File: config.mk
export PLATFORM = sky130hd
export DESIGN_NAME = mem_arbiter
export DESIGN_NICKNAME = d
export VERILOG_FILES = /design/src/rtl/mem_arbiter.sv
export SDC_FILE = /design/constraint.sdc
export NUM_CORES = 1
export LEC_CHECK = 0
export CAP_MARGIN = 20
export CORE_ASPECT_RATIO = 1.25
export CORE_MARGIN = 2
export CORE_UTILIZATION = 39
export DETAILED_ROUTE_END_ITERATION = 6
export DONT_BUFFER_PORTS = 1
export PLACE_DENSITY_LB_ADDON = 0.2
export SETUP_SLACK_MARGIN = 0.3
export SLEW_MARGIN = 5
export SYNTH_ARGS = -nofsm -noshare
export SYNTH_HDL_FRONTEND = slang
export SYNTH_SLANG_ARGS = --single-unit
File: constraint.sdc
create_clock -name clk -period 3.9 [get_ports clk]
set_input_delay 0.585 -clock clk [delete_from_list [all_inputs] [get_ports clk]]
set_output_delay 0.585 -clock clk [all_outputs]
set_load 0.005 [all_outputs]
File: src/rtl/mem_arbiter.sv
// mem_arbiter: two-port (instruction fetch / data) arbiter in front of a
// single-port memory with a fixed access latency of WAIT_CYCLES clocks.
// Optional feature: define ARB_FAIRNESS_EN to alternate grants when both
// ports request together; otherwise the data port has strict priority.
module mem_arbiter #(
  parameter int ADDR_W      = 32,
  parameter int DATA_W      = 32,
  parameter int WAIT_CYCLES = 4
) (
  input  logic              clk,
  input  logic              rst,
  input  logic              if_req,
  input  logic [ADDR_W-1:0] if_addr,
  output logic [DATA_W-1:0] if_rdata,
  output logic              if_ready,
  input  logic              mem_req,
  input  logic              mem_we,
  input  logic [ADDR_W-1:0] mem_addr,
  input  logic [DATA_W-1:0] mem_wdata,
  output logic [DATA_W-1:0] mem_rdata,
  output logic              mem_ready,
  output logic              freeze,
  output logic              ram_en,
  output logic              ram_we,
  output logic [ADDR_W-1:0] ram_addr,
  output logic [DATA_W-1:0] ram_wdata,
  input  logic [DATA_W-1:0] ram_rdata
);

  typedef enum logic [1:0] {IDLE, BUSY, DONE} state_t;

  localparam logic [3:0] CNT_LOAD = 4'(WAIT_CYCLES - 1);

  state_t            state, state_nx;
  logic [3:0]        cnt;
  logic              gnt_mem;
  logic              lat_we;
  logic [ADDR_W-1:0] lat_addr;
  logic [DATA_W-1:0] lat_wdata;
  logic              pick_mem;
  logic              grant;

`ifdef ARB_FAIRNESS_EN
  logic              last_mem;

  // Data port wins unless both request and the previous grant was data.
  always_comb begin
    pick_mem = mem_req & ~(if_req & last_mem);
  end
`else
  // Strict data-port priority.
  always_comb begin
    pick_mem = mem_req;
  end
`endif

  // State register; reset aborts any access in flight.
  always_ff @(posedge clk or negedge rst) begin
    if (!rst) state <= IDLE;
    else      state <= state_nx;
  end

  // Next-state and memory-side / ready outputs.
  always_comb begin
    state_nx  = state;
    grant     = 1'b0;
    ram_en    = 1'b0;
    ram_we    = 1'b0;
    if_ready  = 1'b0;
    mem_ready = 1'b0;
    case (state)
      IDLE: begin
        if (if_req || mem_req) begin
          grant    = 1'b1;
          state_nx = BUSY;
        end
      end
      BUSY: begin
        ram_en = 1'b1;
        ram_we = lat_we;
        if (cnt == 4'd0) state_nx = DONE;
      end
      DONE: begin
        if_ready  = ~gnt_mem;
        mem_ready = gnt_mem;
        state_nx  = IDLE;
      end
      default: state_nx = IDLE;
    endcase
  end

  assign ram_addr  = lat_addr;
  assign ram_wdata = lat_wdata;
  assign freeze    = (if_req & ~if_ready) | (mem_req & ~mem_ready);

  // Request latching, wait counter and read-data capture.
  always_ff @(posedge clk or negedge rst) begin
    if (!rst) begin
      cnt       <= '0;
      gnt_mem   <= 1'b0;
      lat_we    <= 1'b0;
      lat_addr  <= '0;
      lat_wdata <= '0;
      if_rdata  <= '0;
      mem_rdata <= '0;
`ifdef ARB_FAIRNESS_EN
      last_mem  <= 1'b0;
`endif
    end else begin
      if (grant) begin
        cnt     <= CNT_LOAD;
        gnt_mem <= pick_mem;
`ifdef ARB_FAIRNESS_EN
        last_mem <= pick_mem;
`endif
        if (pick_mem) begin
          lat_we    <= mem_we;
          lat_addr  <= mem_addr;
          lat_wdata <= mem_wdata;
        end else begin
          lat_we    <= 1'b0;
          lat_addr  <= if_addr;
          lat_wdata <= '0;
        end
      end else if (state == BUSY) begin
        if (cnt != 4'd0) begin
          cnt <= cnt - 4'd1;
        end else if (!lat_we) begin
          if (gnt_mem) mem_rdata <= ram_rdata;
          else         if_rdata  <= ram_rdata;
        end
      end
    end
  end

endmodule
==> results <==
- Measured against its own limit, the worst slew margin works out to 58.2%.
- Setup repair after global routing left no endpoint under its margin.
- The worst setup skew after layout is 0.00913 ns.
- The core region is 0.0139 mm².
- The worst register-to-register path begins at cnt[0].
- For this design the ratio of total power to cell area is 845 mW/mm².
- 0 antenna diodes ended up in the layout.
- The via count of the first global-routing pass is 3453.
- At the end of the flow, the number of nets in the layout was 527.
- By area the synthesized netlist is led by dfrtp_1, mux2_2, mux2i_1.
- The number of library cell types mapped by synthesis is 32.
- Prior to clock tree synthesis, the placed netlist has a worst setup slack of 1.64 ns.
- The row count is 48.
- The number of enable-type register cells in the synthesized netlist is 0.
- Setup violations remaining at the end of the flow were counted as 0.
- The fmax is 0.446 GHz.
- The detailed router finished its first iteration with 163 violations.
- After clock tree synthesis, the clock-pin slew on the worst setup and hold paths is 0.06 ns.
- The number of pins exceeding their max-slew limit in the final report came to 0.
- Before antenna repair, the detailed router went through 4 iterations.
- The net switching power is 1.64 mW.
- From synthesis to final layout, the design area changed by 11.8%.
- The sequential cell fraction of total power is 50.7%.
- At the later pin of the worst-skew pair, clock insertion delay measures 0.40 ns.
- The final reports fail on negative hold slack.
- The average via count per standard cell is 5.61.
- The count of warnings emitted by yosys is 0.
- The post-cts repair resize count is 0.
- Of all nets on the critical path, the largest fanout is 9.
- The detailed placement HPWL is 8.17 mm.
- The run finished, with violations left.
- The leakage power is 2.75 nW.
- The count of clock tree sinks is 136.
- During placement, the flow inserted port buffers numbering 0.
- For the finished layout, the period the worst path requires is 2.24 ns.
- The tool flagged a number of max-cap violations equal to 0.
- The launch point of the critical path is state[1].
- The H-tree was split into 4 levels.
- The post-synthesis net count is 534.
- Leaving out fill and tap cells, the most frequent cell in the layout is dfrtp_1.
- The critical path in this run is classified as flop to output port.
- The type of the most critical hold path is input pin to asynchronous set/reset pin.
- The worst register-to-register path has a setup slack of 1.66 ns.
- Of all flip-flops after synthesis, the portion carrying an async set or reset was 100%.
- The width of the die is 111 µm.
- Of the post-synthesis cell area, the dominant cell type holds 61.5%.
- The starting utilization of the core area is 39.9%.
- STA classifies the critical path startpoint as a flop.
- The die covers 0.0152 mm².
- At the end of routability-driven placement, the weighted congestion stood at 0.816.
- Combinational logic burns 21.0% of the power.
- The sequential fraction of the synthesis area is 61.5%.
- Summing all flip-flop and latch instances after layout gives 0.00340 mm².
- Entering global routing, the biggest net connects 137 pins.
- The period utilization is 57.5%.
- The library cells used most frequently in the layout, excluding fill and tap cells, are dfrtp_1, mux2_2, a21oi_1, mux2i_1, a22o_1.
- The final layout contains routed wiring with a total length of 11.7 mm.
- The peak ir drop on the vdd network is 0.000367 V.
- Per report_power, the clock group accounts for 28.3% of the total.
- Across all setup checks in the final design, the least slack found is 1.66 ns.
- Buffers inserted during clock tree synthesis total 17.
- The post-synth design cell area is 0.00554 mm².
- The remaining global-route overflow is 0.
- The first global-routing pass estimated 18.4 mm of wire.
- The cell count after synthesis came out at 399.
- The post-route netlist has 26.1% of its cells at a drive strength greater than 1.
- During I/O placement, the number of pins put on the boundary was 266.
- Internal power comes to 3.59 mW.
- The most common flop cell mapped by yosys is dfrtp_1.
- Measured along the y axis, the die boundary spans 137 µm.
- At the pin with the least slew margin, the transition time is 0.625 ns.
- The switching share of total power is 31.3%.
- Each instance of the synthesized netlist takes up on average 13.9 µm².
- The number of routed nets with antenna violations is 0.
- The final-report hold violation count is 136.
- For the worst setup path, the data arrival time is 1.66 ns.
- The sum of negative setup slack is 0 ns.
- The cell sitting at the root of the clock tree is a clkbuf_16.
- The total area of multi-input combinational cells is 0.00196 mm².
- The final-layout worst hold slack is -0.123 ns.
- STA classifies the critical path endpoint as an output port.
- At the worst endpoint, the required time is 3.31 ns.
- The via total after detailed routing is 3243.
- The clock tree from TritonCTS is built.
- The filler cell count in the final layout is 1245.
- The mean routed wirelength per cell is 20.3 µm.
- The global-route usage over all layers is 15.4%.
- The final routed DRC violation total is 0.
- The number of antenna violations at the first check in global routing is 0.
- The synthesized design spends more area on one cell type than any other, namely dfrtp_1.
- The number of register bits inferred by synthesis is 136.
- The longest clock path from root to sink contains 2 buffers.
[cells by family after synthesis]
family          after synthesis  synth area share [%]
flops                       136                  61.5
compound gates              107                  12.9
mux                          97                  19.0
buf+inv                      37                  3.46
simple gates                 20                  2.80
fa+ha+maj                     2                 0.452
[power groups by stage]
stage | clock network (mW) | registers, mW | logic, mW
floorplan | 0 | 2.49 | 0.991
finish | 1.48 | 2.65 | 1.10
CTS | 1.54 | 2.67 | 1.12
detailed placement | 0 | 2.68 | 1.13
global placement | 0 | 2.69 | 1.06
global route | 1.60 | 2.74 | 1.24
[final timing paths]
kind / end / cells after the start
setup / recovery: ram_we / 3
hold / removal: if_rdata[27] / 0
setup reg to reg: mem_rdata[28] / 5
hold reg to reg: if_rdata[5] / 1
max in group asynchronous: ram_addr[18] / 0
min in group clk: ram_wdata[4] / 1
[worst max-delay path, cell delays in order, from the launching register on]
cell and delay [ns]:
dfrtp_1 0.49, nand2b_1 0.30, inv_1 0.26, and2_1 0.22
[per-stage QoR]
step / std cells / power [mW] / hold WS (ns) / cell area [µm²] / utilization (%)
2_1_floorplan: 399 / 3.48 / 0.289 / 5540 / -
4_1_cts: 578 / 5.32 / -0.153 / 6190 / 44.6
5_1_grt: 578 / 5.59 / -0.158 / 6190 / 44.6
3_5_place_dp: 548 / 3.81 / 0.292 / 5640 / 40.6
3_3_place_gp: 548 / 3.75 / 0.292 / 5640 / 40.6
6_report: 578 / 5.23 / -0.123 / 6190 / 44.6
[what timing repair did]
action / in CTS / in global routing
hold endpoints to repair: 136 / 136
endpoints found under the setup margin: 0 / 0
setup buffers: 0 / 0
[layer usage]
metal	global-route usage (%)	wire length [µm]
met1	17.2	4590
met2	25.3	5780
met3	7.79	1180
met4	6.39	171
met5	0	0
[cells in the mapped netlist (2+ instances only)]
cell type / number
inv_1: 6
a31oi_1: 32
nor2_1: 2
buf_6: 6
dfrtp_1: 136
mux2_2: 62
clkbuf_1: 17
o21ai_0: 5
nor3_1: 6
buf_2: 6
mux2i_1: 33
mux2_1: 2
a22o_1: 33
ha_1: 2
buf_1: 2
a21oi_1: 33
[sequential cells by signal, indices dropped and copies added, names as in the netlist]
register / cells
cnt: 4
if_rdata: 32
ram_wdata: 32
mem_rdata: 32
state: 2
gnt_mem: 1
ram_addr: 32
lat_we: 1
[final cells by class]
type                    count  area share, %
inverters                   6          0.364
flip-flops and latches    136           55.0
clock buffers              19           7.32
multi-input cells         226           31.6
repair buffers              5          0.606
clock inverters            11           1.62
well taps                 175           3.54
Power figures use the tool's default switching activity.
==> variant 1 (config.mk and constraints unchanged) <==
Make the reset (`rst`) synchronous in 2 clocked blocks.
--- a/src/rtl/mem_arbiter.sv
+++ b/src/rtl/mem_arbiter.sv
@@ -56,5 +56,5 @@
 
   // State register; reset aborts any access in flight.
-  always_ff @(posedge clk or negedge rst) begin
+  always_ff @(posedge clk) begin
     if (!rst) state <= IDLE;
     else      state <= state_nx;
@@ -95,5 +95,5 @@
 
   // Request latching, wait counter and read-data capture.
-  always_ff @(posedge clk or negedge rst) begin
+  always_ff @(posedge clk) begin
     if (!rst) begin
       cnt       <= '0;
Behaviour: differs if rst is asserted again (counterexample within 4 cycles, from zero or initial values and one cycle with rst low); with rst held inactive, the same outputs for 4 cycles.
==> variant 1 against the original RTL <==
First-iteration DRC count increased by 37%; sequential share of layout area fell by 8.2 points; synthesized cell count increased by 27%; non-clock buffer count rose by 1; sequential cell count is the same; cell area down 6.0%; worst hold slack better by 0.42 ns; wire length grew 8.5%; setup slack got worse by 0.31 ns; area after synthesis decreased by 5.7%; critical path type is now reg2reg.
Power is not compared: it rests on default switching activity, and its combinational part moved more than twofold at a synthesized area within 25%.
==> variant 1: results (changes against the original RTL) <==
[outcome]
outcome=complete, no violations  ; was complete, but fails checks

[yosys]
ys_top_cells_by_count=dfxtp_1, mux2i_1, nand2_1  ; was dfrtp_1, mux2_2, a21oi_1, a22o_1, mux2i_1
seq_area_frac_synth=0.521  ; was 0.615
postSynthCellCount=506  ; was 399
ys_warn_count=0  ; unchanged
async_flop_share=0  ; was 1.00
yosys-top-cells-area=dfxtp_1, mux2i_1, nand2_1  ; was dfrtp_1, mux2_2, mux2i_1
synth_cell_types=39  ; was 32

[routing]
drtIter0Drc=224  ; was 163
viasPerCell=5.49  ; was 5.61
dr_wl_met2_mm=6.49  ; was 5.78 mm
drtPass1Iterations=5  ; was 4
drt-total-wl_mm=12.7  ; was 11.7 mm
wl_met3_mm=1.07  ; was 1.18 mm
met1_length_mm=4.98  ; was 4.59 mm

[grt]
track_usage=0.173  ; was 0.154
grt_pass1_vias=3639  ; was 3,453
grt_max_degree=100  ; was 137
grt_pass1_wl_mm=19.4  ; was 18.4 mm

[setup_path]
reg2regPathDepth=6  ; was 5
slowest_delay_ns=0.75  ; was 0.49 ns
critical_path_arrival_ns=2.84  ; was 1.66 ns
cp_slowest_cell=nand4b_2  ; was dfrtp_1
cp_max_fo=18  ; was 9
regToRegSetupSlack_ns=1.34  ; was 1.66 ns
reg2reg_to=mem_rdata[0]  ; was mem_rdata[28]
regToRegStartpoint=cnt[0]  ; unchanged

[placed_design]
post-dp-hpwl_mm=8.76  ; was 8.17 mm
place_congestion=0.750  ; was 0.816
dp_slack_ns=1.38  ; was 1.64 ns

[clocking]
clockBufferDepth=2  ; unchanged
clk_pin_slew_ns=0.06  ; about the same

[cells_and_area]
nFillCells=1290  ; was 1,245
final_cells=672  ; was 578
fin_nets=622  ; was 527
drive_gt1_frac=0.0858  ; was 0.261

[timing]
relSlewSlack=0.401  ; was 0.582
skew_ns=0.00799  ; was 0.00913 ns

[power]
p_leak_nw=2.41
vdd_drop_max_mv=0.190

[min_path]
hp-class=in2reg  ; was in2async

variant 1: metal layers:
metal,GRT usage,vias up
met5,0,-
met4,0.0662,0
met3,0.0597,11
met2,0.295,170
met1,0.197,1740
li1,-,1767
variant 1: how the worst max path moves through the flow:
stage / startpoint / endpoint / slack (ns) / cells past startpoint
final: cnt[0] / mem_rdata[0] / 1.34 / 6
after global routing: cnt[0] / mem_rdata[5] / 1.16 / 6
after CTS: cnt[0] / mem_rdata[23] / 1.32 / 6
after detailed placement: cnt[0] / mem_rdata[5] / 1.38 / 6
after global placement: cnt[0] / mem_rdata[25] / 1.44 / 6
after floorplan: mem_req / freeze / 1.90 / 4
variant 1: cell type report:
class,count,share of cell area
sequential,136,0.468
timing repair buffer,6,0.00903
inverter,7,0.00451
multi-input combinational,320,0.389
tap,171,0.0368
clock inverter,13,0.0170
clock buffer,19,0.0761
variant 1: power by group:
part / leakage [nW] / internal [mW] / total, mW / switching (mW)
combinational: 1.05 / 0.148 / 0.340 / 0.192
sequential: 1.11 / 1.51 / 1.61 / 0.103
clock: 0.248 / 0.833 / 1.45 / 0.621
variant 1: cell families (layout without fill, tap and decap cells):
logic type | count (synthesis) | after routing | share of synthesized area
flops | 136 | 136 | 0.521
simple gates | 114 | 114 | 0.0966
compound gates | 109 | 109 | 0.150
mux | 96 | 96 | 0.184
buf+inv | 50 | 45 | 0.0458
fa+ha+maj | 1 | 1 | 0.00240
variant 1: stage by stage:
step                      instance area, µm²  hold WS (ns)
after floorplan                         5220         0.451
after global placement                  5260         0.466
after detailed placement                5260         0.472
after CTS                               5810         0.278
after global routing                    5820         0.270
final                                   5820         0.298
variant 1: worst reg2reg max path, delay by kind of cell (launching register included):
family / cells / cell delay, ns
buf+inv: 2 / 0.58
mux: 1 / 0.16
fa+ha+maj: 1 / 0.19
simple gates: 2 / 1.16
flops: 1 / 0.34
==> variant 2 (same settings) <==
Made on the original files. The option `ARB_FAIRNESS_EN` is turned on by a define.
--- a/src/rtl/mem_arbiter.sv
+++ b/src/rtl/mem_arbiter.sv
@@ -3,4 +3,6 @@
 // Optional feature: define ARB_FAIRNESS_EN to alternate grants when both
 // ports request together; otherwise the data port has strict priority.
+`define ARB_FAIRNESS_EN
+
 module mem_arbiter #(
   parameter int ADDR_W      = 32,
Behaviour: same outputs for any inputs over 4 cycles, from zero or initial values and one cycle with rst low; that may be too few to reach the edited logic, so the function may still have changed.
==> variant 2 against the original RTL <==
Wire length is 4.2% higher; combinational power increased by 21%; setup slack worse by 0.15 ns; sequential cell count is the same; the flow still finishes with violations (hold timing); area after synthesis is 1.1% higher; utilization up 0.82 points; first-iteration DRC count grew 43%; total power increased by 8.9%; cell area increased by 2.3%.
==> variant 2: results (changes against the original RTL) <==
[placed_design]
place_congestion=0.821  ; was 0.816
place_inst=583  ; was 548
io_buffers=0  ; unchanged
dp_slack_ns=1.36  ; was 1.64 ns

[yosys]
postSynthCellCount=436  ; was 399
seq_area_frac_synth=0.608  ; was 0.615
yosys-top-cells-area=dfrtp_1, mux2_4, mux2_2  ; was dfrtp_1, mux2_2, mux2i_1
syn-num-nets=571  ; was 534
ys_top_cells_by_count=dfrtp_1, nand2_1, mux2_2  ; was dfrtp_1, mux2_2, a21oi_1, a22o_1, mux2i_1

[grt]
grt_pass1_vias=3490  ; was 3,453
grt_pass1_wl_mm=19.0  ; was 18.4 mm
grtUsageMet2=0.249  ; was 0.253
met1_usage=0.185  ; was 0.172
track_usage=0.157  ; was 0.154
grtUsageMet3=0.0686  ; was 0.0779

[cells_and_area]
drive_gt1_frac=0.254  ; was 0.261
final_cells=616  ; was 578
nFillCells=1260  ; was 1,245
fin_nets=563  ; was 527

[routing]
drt-total-wl_mm=12.2  ; was 11.7 mm
drtIter0Drc=233  ; was 163
vias=3427  ; was 3,243

[timing]
clock.fmax_ghz=0.417  ; was 0.446 GHz
finalHoldViolCount=136  ; unchanged
skew_ns=0.0140  ; was 0.00913 ns
relSlewSlack=0.558  ; was 0.582
whs_ns=-0.129  ; was -0.123 ns

[setup_path]
cp_slowest_cell=or4_4  ; was dfrtp_1
reg2reg_to=if_rdata[4]  ; was mem_rdata[28]
slowest_delay_ns=0.73  ; was 0.49 ns
regToRegSetupSlack_ns=1.50  ; was 1.66 ns

[power]
p_leak_nw=2.88  ; was 2.75 nW
vdd_drop_max_mv=0.386  ; was 0.367 mV

[clocking]
post-cts-setup-buffers=0  ; unchanged

[outcome]
violations=hold timing  ; unchanged
outcome=complete, but fails checks  ; unchanged

variant 2: cell count changes in the layout (fill, tap and decap cells not counted), moves of 4 or more:
| cell | change |
|---|---|
| nand2_1 | +64 |
| mux2_2 | -28 |
| mux2i_1 | -32 |
| mux2_4 | +30 |
| clkinv_4 | +4 |
variant 2: cell type report:
type	count	area, µm²	area share
clock buffer	18	439	0.0694
multi-input combinational	261	1990	0.314
tap	175	219	0.0346
inverter	6	22.5	0.00356
clock inverter	14	174	0.0275
sequential	136	3400	0.537
timing repair buffer	6	85.1	0.0134
variant 2: how the worst max path moves through the flow:
stage	from	endpoint	cells after the start
6_report	cnt[0]	if_rdata[4]	5
5_1_grt	cnt[0]	if_rdata[5]	5
4_1_cts	cnt[0]	if_rdata[14]	5
3_5_place_dp	if_req	ram_addr[26]	3
3_3_place_gp	if_req	cnt[2]	3
2_1_floorplan	cnt[0]	if_rdata[0]	7
variant 2: metal layers:
metal	routed length [µm]	up-vias
met5	0	-
met3	1320	16
met4	216	0
li1	-	1540
met1	4780	1660
met2	5890	211
variant 2: power by group:
part | switching [mW] | internal [mW]
Combinational | 0.556 | 0.777
Sequential | 0.614 | 2.12
Clock | 0.600 | 1.03
Total | 1.77 | 3.92
variant 2: kinds of logic after synthesis:
| group | count (synthesis) | share of synthesized area |
|---|---|---|
| compound gates | 109 | 0.131 |
| fa+ha+maj | 2 | 0.00447 |
| buf+inv | 39 | 0.0389 |
| flops | 136 | 0.608 |
| mux | 65 | 0.151 |
| simple gates | 85 | 0.0677 |
